--- src/rtl/tsc_pkg.sv ---
`default_nettype none
// +----------------------------------------------------------------------+
// | Module      : tsc_pkg                                                |
// | Description : Shared types and helpers for the trigger surround cache|
// | Revision    : 1.0                                                    |
// +----------------------------------------------------------------------+
package tsc_pkg;

    typedef enum logic [2:0] {
        IDLE  = 3'd0,
        FILL  = 3'd1,
        ARMED = 3'd2,
        POST  = 3'd3,
        DONE  = 3'd4,
        SEND  = 3'd5
    } tsc_state_t;

    localparam logic TRIG_RISING  = 1'b0;
    localparam logic TRIG_FALLING = 1'b1;

    function automatic int clog2(input int n);
        int r;
        r = 0;
        while ((1 << r) < n) r++;
        return r;
    endfunction

endpackage : tsc_pkg
`default_nettype wire

--- src/rtl/tsc_ring_buffer.sv ---
`default_nettype none
// +----------------------------------------------------------------------+
// | Module      : tsc_ring_buffer                                        |
// | Description : DEPTH x DW simple dual-port RAM, registered read port  |
// | Revision    : 1.0                                                    |
// +----------------------------------------------------------------------+
module tsc_ring_buffer #(
    parameter int DW    = 8,
    parameter int DEPTH = 16,
    parameter int AW    = 4
) (
    input  logic          clk,
    input  logic          i_wr_en,
    input  logic [AW-1:0] i_wr_addr,
    input  logic [DW-1:0] i_wr_data,
    input  logic [AW-1:0] i_rd_addr,
    output logic [DW-1:0] o_rd_data
);

    logic [DW-1:0] r_mem [0:DEPTH-1];

    always_ff @(posedge clk) begin
        if (i_wr_en)
            r_mem[i_wr_addr] <= i_wr_data;
        o_rd_data <= r_mem[i_rd_addr];
    end

endmodule : tsc_ring_buffer
`default_nettype wire

--- src/rtl/tsc_cache_param.sv ---
`default_nettype none
// +----------------------------------------------------------------------+
// | Module      : tsc_cache_param                                        |
// | Description : Trigger surround cache: ring capture, threshold trigger|
// |               and four-phase req/rdy readout of the frozen window    |
// | Revision    : 1.0                                                    |
// +----------------------------------------------------------------------+
module tsc_cache_param
    import tsc_pkg::*;
#(
    parameter int DW    = 8,
    parameter int DEPTH = 16,
    parameter int PRE   = 4,
    parameter int TW    = 32
) (
    input  logic          clk,
    input  logic          reset,
    input  logic          start,
    input  logic [DW-1:0] adc_data,
    input  logic [DW-1:0] trig_level,
    input  logic          trig_mode,
    input  logic          sbf,
    input  logic          req,
    output logic          rdy,
    output logic [DW-1:0] dat,
    output logic          trd,
    output logic          cd,
    output logic [TW-1:0] trigtm,
    output logic          sd
);

    localparam int             c_AW        = clog2(DEPTH);
    localparam logic [c_AW-1:0] c_PRE       = c_AW'(PRE);
    localparam logic [c_AW-1:0] c_PRE_M1    = c_AW'(PRE - 1);
    localparam logic [c_AW-1:0] c_POST_LOAD = c_AW'(DEPTH - PRE - 1);
    localparam logic [c_AW-1:0] c_LAST      = c_AW'(DEPTH - 1);

    tsc_state_t      r_state;
    logic [TW-1:0]   r_ts;
    logic [c_AW-1:0] r_wptr;
    logic [c_AW-1:0] r_tptr;
    logic [c_AW-1:0] r_rptr;
    logic [c_AW-1:0] r_fill_cnt;
    logic [c_AW-1:0] r_post_cnt;
    logic [c_AW-1:0] r_send_cnt;
    logic [DW-1:0]   r_prev;

    logic            w_wr_en;
    logic            w_trig;
    logic [c_AW-1:0] w_rptr_nxt;
    logic [DW-1:0]   w_rd_data;

    assign w_wr_en = (r_state == FILL) || (r_state == ARMED) || (r_state == POST);

    always_comb begin
        w_trig = 1'b0;
        if (trig_mode == TRIG_RISING)
            w_trig = (r_prev < trig_level) && (adc_data >= trig_level);
        else
            w_trig = (r_prev > trig_level) && (adc_data <= trig_level);
    end

    // The RAM is addressed with the pointer's next value so its registered
    // output already holds mem[rptr] whenever the handshake needs it.
    always_comb begin
        w_rptr_nxt = r_rptr;
        if (r_state == DONE && sbf)
            w_rptr_nxt = r_tptr - c_PRE;
        else if (r_state == SEND && rdy && !req)
            w_rptr_nxt = r_rptr + 1'b1;
    end

    tsc_ring_buffer #(
        .DW    (DW),
        .DEPTH (DEPTH),
        .AW    (c_AW)
    ) u_ring (
        .clk       (clk),
        .i_wr_en   (w_wr_en),
        .i_wr_addr (r_wptr),
        .i_wr_data (adc_data),
        .i_rd_addr (w_rptr_nxt),
        .o_rd_data (w_rd_data)
    );

    always_ff @(posedge clk or posedge reset) begin
        if (reset) begin
            r_state    <= IDLE;
            r_ts       <= '0;
            r_wptr     <= '0;
            r_tptr     <= '0;
            r_rptr     <= '0;
            r_fill_cnt <= '0;
            r_post_cnt <= '0;
            r_send_cnt <= '0;
            r_prev     <= '0;
            rdy        <= 1'b0;
            dat        <= '0;
            trd        <= 1'b0;
            cd         <= 1'b0;
            trigtm     <= '0;
            sd         <= 1'b0;
        end else begin
            if (r_state != IDLE)
                r_ts <= r_ts + 1'b1;
            if (w_wr_en) begin
                r_wptr <= r_wptr + 1'b1;
                r_prev <= adc_data;
            end
            r_rptr <= w_rptr_nxt;

            case (r_state)
                IDLE: begin
                    if (start) begin
                        trd        <= 1'b0;
                        sd         <= 1'b0;
                        r_wptr     <= '0;
                        r_fill_cnt <= '0;
                        r_ts       <= '0;
                        r_state    <= FILL;
                    end
                end
                FILL: begin
                    if (r_fill_cnt == c_PRE_M1)
                        r_state <= ARMED;
                    else
                        r_fill_cnt <= r_fill_cnt + 1'b1;
                end
                ARMED: begin
                    if (w_trig) begin
                        trigtm     <= r_ts;
                        r_tptr     <= r_wptr;
                        trd        <= 1'b1;
                        r_post_cnt <= c_POST_LOAD;
                        if (c_POST_LOAD == '0) begin
                            cd      <= 1'b1;
                            r_state <= DONE;
                        end else begin
                            r_state <= POST;
                        end
                    end
                end
                POST: begin
                    r_post_cnt <= r_post_cnt - 1'b1;
                    if (r_post_cnt == c_AW'(1)) begin
                        cd      <= 1'b1;
                        r_state <= DONE;
                    end
                end
                DONE: begin
                    if (sbf) begin
                        r_send_cnt <= '0;
                        r_state    <= SEND;
                    end
                end
                SEND: begin
                    if (req && !rdy) begin
                        rdy <= 1'b1;
                        dat <= w_rd_data;
                    end else if (!req && rdy) begin
                        rdy        <= 1'b0;
                        r_send_cnt <= r_send_cnt + 1'b1;
                        if (r_send_cnt == c_LAST) begin
                            sd      <= 1'b1;
                            cd      <= 1'b0;
                            r_state <= IDLE;
                        end
                    end
                end
                default: r_state <= IDLE;
            endcase
        end
    end

endmodule : tsc_cache_param
`default_nettype wire
--- config.mk ---
export PLATFORM = sky130hd
export DESIGN_NAME = tsc_cache_param
export DESIGN_NICKNAME = d
export VERILOG_FILES = /design/src/rtl/tsc_pkg.sv /design/src/rtl/tsc_ring_buffer.sv /design/src/rtl/tsc_cache_param.sv
export SDC_FILE = /design/constraint.sdc
export NUM_CORES = 1
export LEC_CHECK = 0
export CAP_MARGIN = 20
export CORE_ASPECT_RATIO = 0.5
export CORE_MARGIN = 3
export CORE_UTILIZATION = 45
export CTS_CLUSTER_SIZE = 12
export DETAILED_ROUTE_END_ITERATION = 7
export PLACE_DENSITY = 0.62
export SKIP_CTS_REPAIR_TIMING = 1
export SLEW_MARGIN = 20
export SYNTH_ARGS = -nofsm -noshare
export SYNTH_HDL_FRONTEND = slang
export SYNTH_HIERARCHICAL = 1
export SYNTH_SLANG_ARGS = --single-unit
--- constraint.sdc ---
create_clock -name clk -period 10.3 [get_ports clk]
set_input_delay 1.03 -clock clk [delete_from_list [all_inputs] [get_ports clk]]
set_output_delay 1.03 -clock clk [all_outputs]
set_load 0.02 [all_outputs]
Word-level counts from Yosys, hierarchy flattened
Memory sizes are Yosys's and may differ from the RTL's. A register that Yosys moved wholly into a read port is not among the register bits.
Cells that the tools add are included.
- reductions and logical operators: 30
- $lt $le $gt $ge: 4
- $add $sub $neg: 7
- eq/ne operators: 17
- muxes and demuxes: 43
- operator list (cell ; number):
    $mux W32 ; 3
    $mux W4 ; 11
    $add A32 B1 Y32 const B ; 1
    $mux W3 ; 8
    $pmux W4 S2 ; 3
    $pmux W3 S6 ; 1
    $add A4 B1 Y4 const B ; 4
    $mux W1 ; 14
    $reduce_bool A2 Y1 ; 7
    $ne A2 B2 Y1 const B ; 5
    $reduce_and A5 Y1 ; 2
    $ge A8 B8 Y1 ; 1
    $gt A8 B8 Y1 ; 1
    $le A8 B8 Y1 ; 1
    $lt A8 B8 Y1 ; 1
    $ne A2 B1 Y1 const B ; 4
    $reduce_and A2 Y1 ; 4
    $reduce_and A8 Y1 ; 1
    $logic_and A1 B1 Y1 ; 7
    $eq A3 B2 Y1 const B ; 2
    $eq A3 B3 Y1 const B ; 2
    $pmux W1 S2 ; 3
    $reduce_and A3 Y1 ; 2
    $eq A4 B1 Y1 const B ; 1
    10 further kinds ; 12
- input bits: 22
- register bits: 111
- memories: 1
- output and inout port bits: 44
- RAM bits: 128
- memories (memory ; depth ; bits a word ; rd ports ; clocked after memory_dff ; write ports ; line ; RTL):
    u_ring.r_mem ; 16 ; 8 ; 1 ; 1 ; 1 ; tsc_ring_buffer.sv:20 ; logic [DW-1:0] r_mem [0:DEPTH-1];

Longest topological paths before layout
Gate-level depths: netlist of the first run.
- word-level depth: 6
- gate-level depth with buffers: 11
- mapped depth without buffers: 9

Modules after synthesis
Netlist of the first run, hierarchy kept.
- modules (own cells, without submodules) (module ; instances ; area each (sq um) ; cells each):
    tsc_cache_param ; 1 ; 5408.9 ; 468
    tsc_ring_buffer ; 1 ; 5147.4 ; 229

Worst setup path after synthesis of the first run
Ideal clock, no wire load.
- path type: input to register
- start point: input port trig_level[1]
- end point: register trigtm[10]
- arrival: 2913 ps
- slack: 7262 ps
- path buffers: 1
- cell stages on the path: 9
- required time: 10175 ps
- path through: inv_1 -> ha_1 -> nor2b_1 -> o211ai_1 -> a21oi_1 -> or3_4 -> a22oi_4 -> buf_6 -> mux2_4
- word-level cells in the longest chain between the ends: 4
- elaborated cells between the ends (all ways): 8
- classes of those cells: order compare: 4; mux: 1; reduce/logical: 3
- ends and longest elaborated chain (what ; line ; RTL):
    from (decl) ; tsc_cache_param.sv:20 ; input logic [DW-1:0] trig_level,
    $lt A8 B8 Y1 (tied with other cells) ; tsc_cache_param.sv:58 ; w_trig = (r_prev < trig_level) && (adc_data >= trig_level);
    $logic_and A1 B1 Y1, on equally long branches ; tsc_cache_param.sv:58, tsc_cache_param.sv:60 ;
    $mux W1 * ; tsc_cache_param.sv:57 ; if (trig_mode == TRIG_RISING)
    $reduce_and A2 Y1 (no source line) * ; - ;
    to (signal assigned) ; tsc_cache_param.sv:131 ; trigtm <= r_ts;
    to (decl) ; tsc_cache_param.sv:28 ; output logic [TW-1:0] trigtm,
Every way passes the cells marked *; elsewhere a longest branch is shown, timed or not.
A chain may end at the register's enable or synchronous reset.

Worst setup path after layout of the first run
- start point: input port adc_data[7]
- end point: register trigtm[30]
- word-level cells in the longest chain between the ends: 4
- elaborated cells between the ends (all ways): 6
- classes of those cells: order compare: 2; mux: 1; reduce/logical: 3
- ends and longest elaborated chain (what ; line ; RTL):
    from (decl) ; tsc_cache_param.sv:19 ; input logic [DW-1:0] adc_data,
    $ge A8 B8 Y1 or $le A8 B8 Y1 (tied branches) ; tsc_cache_param.sv:58, tsc_cache_param.sv:60 ;
    $logic_and A1 B1 Y1, on equally long branches ; tsc_cache_param.sv:58, tsc_cache_param.sv:60 ;
    $mux W1 * ; tsc_cache_param.sv:57 ;
    $reduce_and A2 Y1 (no source line) * ; - ;
Marks and branches as above.

==> flow_summary.toml, run 1 <==
[drt]
remaining_drc_errors = 0
viasPerCell = 5.63
via_count = 6107
routedWlPerCell_um = 19.7
drtIter0Drc = 474
routed_wl_mm = 21.4
drt_pre_antenna_iters = 5
antenna_left = 0

[cells_and_area]
syn_to_final_growth_pct = 15.5
fin_area_um2 = 12200
drive_gt1_frac = 0.152
nNetsFinal = 817
antenna_cells = 0

[cts]
cts_buffers = 24
htreeDepth = 1
cts_root_buf = "clkbuf_16"
cts.sinks = 247
cts.clk_slew.worst_paths_ns = 0.06
clock_path_buffers = 3
clock_latency_ns = 0.51
cts_tree = "built"

[place]
dpl_cell_area_um2 = 11500
place.gp.congestion = 0.777
dp_hpwl_mm = 13.3
port-buffer-count = 65

[logic_synthesis]
synth-edff-count = 128
ys_types = 59
synthCells = 697
yosys_warnings = 6
synthFlopType = "edfxtp_1"
yosysTopAreaCellShare = 0.364
synth_nets = 744
avgSynthCellArea_um2 = 15.1
post-synth-top-count-cell = "edfxtp_1"
ys_async_sr_fraction = 0.449
ys_top_cells_by_count = "edfxtp_1, dfrtp_1, nand2_1"
ys_seq_elements = 247
ys_seq_area_frac = 0.642
syn_area_um2 = 10600
yosysTopAreaCell = "edfxtp_1"
synthTopCellsByArea = "edfxtp_1, dfrtp_1, mux4_2"

[global_routing]
antenna_found_initial = 0
track_usage = 0.171
grt_max_degree = 69
overflow = 0
grt_pass1_wl_mm = 34.2
grt_pass1_vias = 6131

[critical_path]
required_ns = 10.69
path_class = "primary input to register"
cpPeakStageDelay_ns = 0.74
cp-start-kind = "primary input"
cp_cell_sequence = "clkdlybuf4s50_1 -> ha_1 -> nand4_1 -> nand2b_1 -> a21oi_1 -> a2111oi_4 -> a22oi_4 -> buf_4 -> mux2_2"
critPathTopFamily = "buffers and inverters"
path_buf_inv = 2
crit_fanout = 35
cp.arrival_ns = 4.12
endpoint_kind = "register"
critPathSlowestCell = "clkdlybuf4s50_1"

[floorplanning]
fp.dieArea_um2 = 25400
ioPinCount = 66
die_h_um = 114
core_area_um2 = 22300
rows = 38
fp.dieW_um = 223
start_util = 0.472

[power_and_ir_drop]
vdd_drop_max_uv = 111
p_int_uw = 2120
p_clk_frac = 0.253
p_seq_frac = 0.439
p_leak_uw = 0.00480
p_sw_uw = 984
p_per_area_nw_per_um2 = 255
power_frac_comb = 0.308
switching_share = 0.317

[sta]
tns_ns = 0
grt_setup_unrepaired = "no"
drv_slew = 0
clock_skew_ns = 0.0120
fmax_mhz = 268
whs_ns = 0.462
slew_headroom = 0.233
hold_viol = 0
post-route-min-period_ns = 3.73
setup_violations = 0
timing.final.crit_share = 0.362
worst_pin_slew_ns = 1.15

[flow_run]
drv_cap = 0

[status]
outcome = "finished clean"

[worst_hold_path]
min_path_type = "register to register"
==> layout by cell type (no fill, tap or decap), drive strengths merged, types with 2 or more instances in the layout <==
master and count:
clkdlybuf4s50 65, clkbuf 40, and3 5, nand4 14, o21ai 30, nand3 25, a31oi 3, ha 25
buf 6, xnor2 6, nor2b 5, nor3b 2, o211ai 9, or3 2, a22oi 19, a21oi 13
mux4 32, dfrtp 111, and2 6, nand3b 5, edfxtp 128, inv 17, and4 4, nor4 2
mux2i 9, nand2 55, xor2 6, nor2 38, nor3 9, mux2 53, nand2b 6, dfxtp 8
o31ai 8
==> state kept, by name, indices dropped and copies added (netlist names), 8 cells and up <==
register and cells:
dat 8, r_prev 8, r_ts 32, trigtm 32, u_ring/o_rd_data 8, u_ring/r_mem 128
==> routing by layer <==
layer / global-route usage / vias to the layer above / part of all wire
met5: 0 / - / 0
met4: 0.0296 / 0 / 0.014
met3: 0.0264 / 31 / 0.045
met2: 0.283 / 147 / 0.47
met1: 0.246 / 3123 / 0.47
li1: - / 2806 / -
==> area by class of cell <==
| type | count | area (µm²) |
|---|---|---|
| clock buffer | 40 | 661 |
| timing repair buffer | 71 | 696 |
| multi-input combinational | 409 | 3590 |
| sequential | 247 | 6780 |
| inverter | 17 | 66.3 |
| fill | 1848 | 10200 |
| tap | 300 | 375 |
| clock inverter | 1 | 16.3 |
==> stage by stage <==
step,std cells,setup WS (ns),util,total power [µW]
final,1085,6.57,0.545,3100
after global routing,1085,6.35,0.545,3280
after CTS,1085,6.56,0.545,3140
after detailed placement,1044,6.05,0.515,2350
after global placement,1044,6.17,0.515,2330
after floorplan,697,6.34,-,2050
==> power by group through the flow <==
stage	sequential, µW	combinational, µW	clock (µW)
2_1_floorplan	1400	649	0
3_3_place_gp	1380	951	0
3_5_place_dp	1380	964	0
4_1_cts	1370	969	805
5_1_grt	1390	1040	846
6_report	1360	956	785
==> cells by family after synthesis <==
logic type	after synthesis	share of synthesized area
AOI/OAI and AO/OA	95	0.0613
xor gates and xnor gates	12	0.00996
adders and majority gates	25	0.0296
buffers and inverters	41	0.0217
DFF	247	0.642
muxes	94	0.148
and+or+nand+nor	183	0.0875
==> path summary, 6_finish.rpt <==
path / from / depth (start not counted) / slack, ns / endpoint
setup reg to reg: r_state[0]$_DFFE_PP0P_ / 9 / 6.94 / u_ring/o_rd_data[5]$_DFF_P_
hold / removal: u_ring/o_rd_data[6]$_DFF_P_ / 1 / 0.46 / dat[6]$_DFFE_PP0P_
min in group asynchronous: reset / 2 / 1.04 / trigtm[27]$_DFFE_PP0P_
max in group asynchronous: reset / 3 / 8.14 / dat[3]$_DFFE_PP0P_
hold reg to reg: u_ring/o_rd_data[6]$_DFF_P_ / 1 / 0.46 / dat[6]$_DFFE_PP0P_
setup / recovery: adc_data[7] / 9 / 6.57 / trigtm[30]$_DFFE_PP0P_
No activity file was read; power rests on OpenSTA's default activity.
==> inputs of run 2 (changes only) <==
--- a/config.mk
+++ b/config.mk
@@ -11,7 +11,7 @@
 export CORE_UTILIZATION = 45
 export CTS_CLUSTER_SIZE = 12
 export DETAILED_ROUTE_END_ITERATION = 7
-export PLACE_DENSITY = 0.62
+export PLACE_DENSITY = 0.65
 export SKIP_CTS_REPAIR_TIMING = 1
 export SLEW_MARGIN = 20
 export SYNTH_ARGS = -nofsm -noshare
==> constraint.sdc (replaced) <==
create_clock -name clk -period 3.4 [get_ports clk]
set_input_delay 0.34 -clock clk [delete_from_list [all_inputs] [get_ports clk]]
set_output_delay 0.34 -clock clk [all_outputs]
set_load 0.02 [all_outputs]
==> flow_summary.toml, run 2 (synthesized netlist as in run 1, its figures left out) <==
[status]
outcome = "finished clean"

[critical_path]
path_class = "register to register"
crit_fanout = 20
cp.arrival_ns = 3.38
required_ns = 3.81
cp-start-kind = "register"
endpoint_kind = "register"
r2r_slack_ns = 0.43

[cells_and_area]
syn_to_final_growth_pct = 18.6
drive_gt1_frac = 0.187
reg_top3 = "u_ring/r_mem: 128 flops, r_ts: 32 flops, trigtm: 32 flops"
antenna_cells = 0
finalNonFillerCells = 1122
layout_commonest_cell = "edfxtp_1"
nNetsFinal = 855
layout_common_cells = "edfxtp_1, dfrtp_1, clkdlybuf4s50_1, nand2_1, buf_4"
fin_area_um2 = 12500
largest_reg_flops = 128
top_register = "u_ring/r_mem"
fillCellCount = 1775

[cts]
cts_root_buf = "clkbuf_16"
clock_path_buffers = 3
cts_tree = "built"
clock_latency_ns = 0.53
cts.clk_slew.worst_paths_ns = 0.06
cts_buffers = 25
cts.sinks = 247
htreeDepth = 1

[power_and_ir_drop]
vdd_drop_max_uv = 347
p_per_area_nw_per_um2 = 773
p_leak_uw = 0.00502
total_power_uw = 9670

[global_routing]
grt_max_degree = 62
grt_pass1_vias = 6310
track_usage = 0.175
antenna_found_initial = 0
overflow = 0
grt_pass1_wl_mm = 34.9

[sta]
post-route-min-period_ns = 2.97
tns_ns = 0
worst_pin_slew_ns = 0.832
slew_headroom = 0.441
timing.final.ws_setup_ns = 0.432
hold_viol = 0
fmax_mhz = 337
clock_skew_ns = 0.0145
timing.final.crit_share = 0.873
setup_violations = 0
grt_setup_unrepaired = "no"
drv_slew = 0

[drt]
drtIter0Drc = 409
via_count = 6211
drt_pre_antenna_iters = 4
routedWlPerCell_um = 19.3
remaining_drc_errors = 0
routed_wl_mm = 21.6
antenna_left = 0
viasPerCell = 5.54

[floorplanning]
fp.dieArea_um2 = 25400
fp.dieW_um = 223
core_area_um2 = 22300
ioPinCount = 66
rows = 38
die_h_um = 114
start_util = 0.472

[place]
post-place-ws_ns = 0.365
dp_hpwl_mm = 14.3
dp.cells = 1081
place.gp.congestion = 0.808
dpl_cell_area_um2 = 11800
port-buffer-count = 65

[worst_hold_path]
min_path_type = "primary input to asynchronous set/reset pin"

[flow_run]
drv_cap = 0
## run 2: path summary, 6_finish.rpt
kind / from / end / depth (start not counted)
min in group clk: u_ring/o_rd_data[6]$_DFF_P_ / dat[6]$_DFFE_PP0P_ / 1
max: r_state[1]$_DFFE_PP0P_ / u_ring/o_rd_data[3]$_DFF_P_ / 10
min: reset / r_prev[5]$_DFFE_PP0N_ / 2
max reg2reg: r_state[1]$_DFFE_PP0P_ / u_ring/o_rd_data[3]$_DFF_P_ / 10
min reg2reg: u_ring/o_rd_data[6]$_DFF_P_ / dat[6]$_DFFE_PP0P_ / 1
max in group asynchronous: reset / r_fill_cnt[1]$_DFFE_PP0P_ / 3
## run 2: per-layer routing
| metal | part of all wire | GRT usage |
|---|---|---|
| met4 | 0.014 | 0.0364 |
| met5 | 0 | 0 |
| met1 | 0.47 | 0.253 |
| met3 | 0.046 | 0.0297 |
| met2 | 0.47 | 0.282 |
## run 2: layout make-up
class                           count  area, µm²  area share
Sequential cell                   247       6780       0.542
Multi-Input combinational cell    409       3560       0.284
Timing Repair Buffer              108       1020      0.0818
Clock buffer                       38        684      0.0547
Tap cell                          300        375      0.0300
Inverter                           17       66.3     0.00530
Clock inverter                      3       25.0     0.00200
## run 2: power breakdown
part	internal [µW]	leakage, µW	switching, µW	total (µW)
Combinational	1510	0.00198	1610	3120
Clock	1380	0.000344	1090	2480
Sequential	3750	0.00269	327	4080
Total	6640	0.00502	3030	9670
## run 2: metrics by stage
step            util  hold WS [ns]
3_5_place_dp   0.528         0.455
5_1_grt        0.560         0.388
2_1_floorplan      -         0.439
3_3_place_gp   0.528         0.443
6_report       0.560         0.310
4_1_cts        0.560         0.338
## run 2: critical path, cell delays in order, from the launching register on
cell      delay [ns]
dfrtp_1         0.50
nand3b_1        0.31
nor3_1          0.18
buf_4           0.16
xnor2_1         0.09
o21ai_4         0.29
buf_12          0.24
buf_12          0.16
mux4_1          0.54
a22oi_1         0.26
nand2_1         0.08
